==> src/rtl/dcache_pkg.sv <==
// Shared types and widths for the data cache port arbiter.
package dcache_pkg;

   localparam int DC_ADDR_W = 11;
   localparam int DC_DATA_W = 64;

   typedef enum logic [1:0] {
      IDLE  = 2'd0,
      ISSUE = 2'd1,
      RESP  = 2'd2
   } dc_arb_state_e;

   // Request fields as latched at the accept point.
   typedef struct packed {
      logic                 write;
      logic [DC_ADDR_W-1:0] addr;
      logic [DC_DATA_W-1:0] wdata1;
      logic [DC_DATA_W-1:0] wdata2;
   } dc_req_t;

endpackage

==> src/rtl/rr_arb2.sv <==
// Combinational 2-way round-robin grant; the priority pointer lives in the parent.
module rr_arb2 (
   input  logic [1:0] req,
   input  logic       prio,
   output logic [1:0] gnt
);

   // One-hot grant: a lone requester always wins, a tie goes to prio.
   always_comb begin
      gnt = 2'b00;
      case (req)
         2'b01:   gnt = 2'b01;
         2'b10:   gnt = 2'b10;
         2'b11:   gnt = prio ? 2'b10 : 2'b01;
         default: gnt = 2'b00;
      endcase
   end

endmodule

==> src/rtl/dcache_port_arbiter.sv <==
// Two-port arbiter and access sequencer for the 2048 x 64-bit data cache array.
// Each accepted request issues one 2-word array access; the response pulses
// one cycle later on the requesting port.
module dcache_port_arbiter
   import dcache_pkg::*;
#(
   parameter int ADDR_W = DC_ADDR_W,
   parameter int DATA_W = DC_DATA_W
) (
   input  logic              clk,
   input  logic              rst_n,
   // port 0: load/store unit
   input  logic              req_valid_0,
   output logic              req_ready_0,
   input  logic              req_write_0,
   input  logic [ADDR_W-1:0] req_addr_0,
   input  logic [DATA_W-1:0] req_wdata1_0,
   input  logic [DATA_W-1:0] req_wdata2_0,
   output logic              resp_valid_0,
   output logic [DATA_W-1:0] resp_rdata1_0,
   output logic [DATA_W-1:0] resp_rdata2_0,
   // port 1: refill/write-back engine
   input  logic              req_valid_1,
   output logic              req_ready_1,
   input  logic              req_write_1,
   input  logic [ADDR_W-1:0] req_addr_1,
   input  logic [DATA_W-1:0] req_wdata1_1,
   input  logic [DATA_W-1:0] req_wdata2_1,
   output logic              resp_valid_1,
   output logic [DATA_W-1:0] resp_rdata1_1,
   output logic [DATA_W-1:0] resp_rdata2_1,
   // data cache array
   output logic [ADDR_W-1:0] dc_addr,
   output logic [DATA_W-1:0] dc_wdata1,
   output logic [DATA_W-1:0] dc_wdata2,
   output logic              dc_write,
   input  logic [DATA_W-1:0] dc_rdata1,
   input  logic [DATA_W-1:0] dc_rdata2
);

   dc_arb_state_e           state, state_next;
   dc_req_t                 cur;
   dc_req_t                 acc_req;
   logic                    cur_port;
   logic                    prio;
   logic [1:0]              gnt;
   logic                    accept;
   logic [1:0][DATA_W-1:0]  rd1_q;
   logic [1:0][DATA_W-1:0]  rd2_q;

   rr_arb2 u_arb (
      .req  ({req_valid_1, req_valid_0}),
      .prio (prio),
      .gnt  (gnt)
   );

   // Accepting only outside ISSUE, and never while reset is asserted.
   assign accept      = rst_n && (state != ISSUE) && (gnt != 2'b00);
   assign req_ready_0 = accept && gnt[0];
   assign req_ready_1 = accept && gnt[1];

   assign acc_req = gnt[1]
      ? '{write: req_write_1, addr: req_addr_1, wdata1: req_wdata1_1, wdata2: req_wdata2_1}
      : '{write: req_write_0, addr: req_addr_0, wdata1: req_wdata1_0, wdata2: req_wdata2_0};

   // State register; asynchronous reset drops any in-flight access at once.
   always_ff @(posedge clk or negedge rst_n) begin
      // NOTE: sequential state always uses non-blocking assignments so every
      // register samples pre-edge values regardless of block ordering.
      if (!rst_n) state <= IDLE;
      else        state <= state_next;
   end

   // Next state and array controls; the address is held between accesses.
   always_comb begin
      // NOTE: every output gets a default first so no path infers a latch.
      state_next   = state;
      dc_addr      = cur.addr;
      dc_wdata1    = '0;
      dc_wdata2    = '0;
      dc_write     = 1'b0;
      resp_valid_0 = 1'b0;
      resp_valid_1 = 1'b0;
      case (state)
         IDLE: begin
            if (accept) state_next = ISSUE;
         end
         ISSUE: begin
            dc_write   = cur.write;
            dc_wdata1  = cur.wdata1;
            dc_wdata2  = cur.wdata2;
            state_next = RESP;
         end
         RESP: begin
            resp_valid_0 = !cur_port;
            resp_valid_1 = cur_port;
            state_next   = accept ? ISSUE : IDLE;
         end
         default: state_next = IDLE;
      endcase
   end

   // Latch the granted request and move the round-robin pointer off the winner.
   always_ff @(posedge clk or negedge rst_n) begin
      if (!rst_n) begin
         cur      <= '0;
         cur_port <= 1'b0;
         prio     <= 1'b0;
      end else if (accept) begin
         cur      <= acc_req;
         cur_port <= gnt[1];
         prio     <= !gnt[1];
      end
   end

   // Capture load data per port at the closing edge of a read ISSUE cycle.
   always_ff @(posedge clk or negedge rst_n) begin
      if (!rst_n) begin
         rd1_q <= '0;
         rd2_q <= '0;
      end else if (state == ISSUE && !cur.write) begin
         rd1_q[cur_port] <= dc_rdata1;
         rd2_q[cur_port] <= dc_rdata2;
      end
   end

   // Write acknowledgements carry zero data; otherwise the last load data holds.
   assign resp_rdata1_0 = (resp_valid_0 && cur.write) ? '0 : rd1_q[0];
   assign resp_rdata2_0 = (resp_valid_0 && cur.write) ? '0 : rd2_q[0];
   assign resp_rdata1_1 = (resp_valid_1 && cur.write) ? '0 : rd1_q[1];
   assign resp_rdata2_1 = (resp_valid_1 && cur.write) ? '0 : rd2_q[1];

endmodule

==> config.mk <==
export PLATFORM = sky130hd
export DESIGN_NAME = dcache_port_arbiter
export DESIGN_NICKNAME = d
export VERILOG_FILES = /design/src/rtl/dcache_pkg.sv /design/src/rtl/rr_arb2.sv /design/src/rtl/dcache_port_arbiter.sv
export SDC_FILE = /design/constraint.sdc
export NUM_CORES = 1
export LEC_CHECK = 0
export CAP_MARGIN = 25
export CORE_AREA = 2 2 317 319
export DETAILED_ROUTE_END_ITERATION = 12
export DIE_AREA = 0 0 319 321
export MAX_ROUTING_LAYER = met4
export PLACE_DENSITY = 0.52
export SLEW_MARGIN = 30
export SYNTH_ARGS = -nofsm -noshare
export SYNTH_HDL_FRONTEND = slang
export SYNTH_HIERARCHICAL = 1
export SYNTH_SLANG_ARGS = --single-unit
==> constraint.sdc <==
create_clock -name clk -period 2.38 [get_ports clk]
set_input_delay 0.357 -clock clk [delete_from_list [all_inputs] [get_ports clk]]
set_output_delay 0.357 -clock clk [all_outputs]
set_load 0.01 [all_outputs]
==> run summary <==
Post-synth ARST share: 1.00
TritonCTS Buffers: 49
drc violations: 0
post-synth top area cell: dfrtp_1
register area: 10000 um2
core area: 99300 um2
Setup-failing EPs final: 260
failing checks: negative setup slack
Post-Route Skew: 15.3 ps
WL per Instance: 20.5 um
routed via count: 15500
CTS tree: yes
die area: 102000 um2
P&R area growth vs syn: 62.8%
gr usage total: 0.153
Crit. path cell count: 6
synthesized area: 19000 um2
clk sinks: 400
Clock Pin Slew Worst Setup and Hold Paths: 60 ps
top cells by area, synth: dfrtp_1, mux2_2, and2_1
IO Pins: 812
maxcap violations: 0
worst skew pair latency: 620 ps
crit path time final: 2670 ps
crit-path max FO: 10
gp weighted congestion: 0.816
Worst EP required: 2020 ps
Switch Pwr: 0.0103 W
synth cell count leaders: dfrtp_1, and2_1, mux2_2
Die Ht: 321 um
First DRT Iteration DRCs: 603
R2R depth: 7
delay of the slowest cell on the worst path: 420 ps
largest family of logic cells by synthesized area: multiplexers
total power: 0.0317 W
Final ANT Viol Nets: 0
Pins Over Slew Limit: 0
synthesized flop and latch total: 400
Cell Rows: 116
placed insts: 3698
largest net degree at the start of global routing: 118
critical path class: register to primary output
kind of cell adding the most delay to the critical path: buffers and inverters
Layout fillers: 10400
predominant post-synthesis flop cell: dfrtp_1
Clock power frac: 0.231
vias in the first global route: 16200
Crit path buffers/inverters: 3
internal power: 0.0214 W
Worst Hold Class: input port to async pin
PwrDens: 1020 nW/um2
area of the multi-input gates: 8350 um2
via/cell ratio: 4.03
global-route wire length before repair: 112000 um
initial antenna violation count: 19
share of cells above drive strength 1: 0.261
global route total overflow: 0
Post-Synth Adder-Cell Area: 0
CTS Buffer Depth: 3
Tcrit/Tclk final: 1.12
H-tree level count: 2
TNS Setup: -43110 ps
FMAX: 374 MHz
top-count cell post-synth: dfrtp_1
Sw Ratio: 0.324
Synth Net Count: 2035
Sequential Power Share: 0.359
Slew headroom: 0.455
Final Hold Viols: 0
Initial Util: 0.192
Worst Setup End Kind: primary output
crit path cell chain: and3b_2 -> nand2_8 -> buf_12 -> buf_4 -> and2_1 -> dlygate4sd2_1
Slew @ Worst Pin: 818 ps
multiplexer share of the synthesized area: 0.225
Synth Area in Simple Gates: 0.131
IO buf count: 811
sequential area share after synthesis: 0.526
Slowest cell on crit path: dfrtp_1
xor/xnor share of the synthesized area: 0
dpl hpwl: 59800 um
Gate power share: 0.410
compound-gate portion of the synthesized area: 0.0762
WL final: 78800 um
Pleak: 14.3 nW
final net count: 2907
syn avg cell area: 11.7 um2
RSZ-0062 raised after global routing: true
status: complete, but fails checks
DRT Pass-1 Iters: 5
Final Worst Setup Slack: -292 ps
crit path DAT: 2310 ps
peak supply drop: 0.672 mV
Layout Cells excl Fill: 3841
CP startpoint kind: register
post-synthesis cell count: 1623
top-area cell type share of the netlist area: 0.526
Die Wd: 319 um
CTS root buffer: clkbuf_16
Synthesis Warnings: 6
post-synthesis cell type count: 28
EDFF count, synth: 0
[metrics by stage]
step            util  worst slack, ps  hold slack, ps  instance area, um2
6_report       0.312             -292             170               31000
5_1_grt        0.312             -386             137               31000
4_1_cts        0.312             -364             120               31000
3_5_place_dp   0.294            -27.6             205               29200
3_3_place_gp   0.294            -31.2             204               29200
2_1_floorplan      -              593            61.4               19000
[power by group through the flow]
stage / registers [W] / clock network (W) / logic [W]
final: 0.0114 / 0.00731 / 0.0130
after global routing: 0.0117 / 0.00791 / 0.0141
after CTS: 0.0114 / 0.00762 / 0.0136
after detailed placement: 0.0115 / 0 / 0.0143
after global placement: 0.0115 / 0 / 0.0143
after floorplan: 0.0107 / 0 / 0.00685
[repair_timing]
| item | in CTS | in global routing |
|---|---|---|
| pin swaps | 6 | 5 |
| endpoints found under the hold margin | 132 | 0 |
| hold buffers | 1 | 0 |
| cloned | 8 | 2 |
| gates resized for setup | 483 | 256 |
| setup endpoints to repair | 387 | 388 |
| setup buffers | 20 | 15 |
[final cells by class]
type | count | share of cell area
Multi-Input combinational cell | 1079 | 0.269
Clock buffer | 73 | 0.0470
Sequential cell | 400 | 0.323
Timing Repair inverter | 2 | 0.000565
Antenna cell | 12 | 0.000969
Tap cell | 1298 | 0.0524
Clock inverter | 14 | 0.00327
Inverter | 2 | 0.000646
Timing Repair Buffer | 961 | 0.303
[worst paths after layout]
path / startpoint / end / slack (ps)
max in group asynchronous: rst_n / rd1_q[95] / 860
worst max register to register: state[0] / rd2_q[92] / 200
worst max-delay path: state[0] / resp_rdata1_1[3] / -290
worst min-delay path: rst_n / prio / 170
worst min register to register: cur[127] / cur[127] / 490
min in group clk: dc_rdata1[0] / rd1_q[0] / 380
[kinds of logic after synthesis]
group	after synthesis
flip-flops	400
multiplexers	396
AND/OR/NAND/NOR	396
AO/OA/AOI/OAI	286
buffers and inverters	145
[state kept, by name, summed over array words and instances, names as in the netlist]
signal    count
rd2_q       128
prio          1
cur         129
dc_addr      11
state         2
cur_port      1
rd1_q       128
[metal layers]
metal | up-vias | routed length [um] | global-route usage
met5 | - | 0 | -
met4 | 0 | 2120 | 0.0497
met3 | 103 | 6450 | 0.0536
met2 | 578 | 39800 | 0.263
met1 | 7485 | 30400 | 0.165
li1 | 7319 | - | -
[layout by cell type, fill, tap and decap left out, types with 50 or more instances in the layout]
master / n
o21ai_0: 252
and2_1: 243
dfrtp_1: 399
mux2_2: 256
buf_4: 85
nor2b_1: 126
clkdlybuf4s50_1: 450
dlygate4sd2_1: 139
clkbuf_2: 82
clkbuf_16: 50
mux2i_1: 140
dlymetal6s2s_1: 75
No activity file was read; power rests on OpenSTA's default activity.
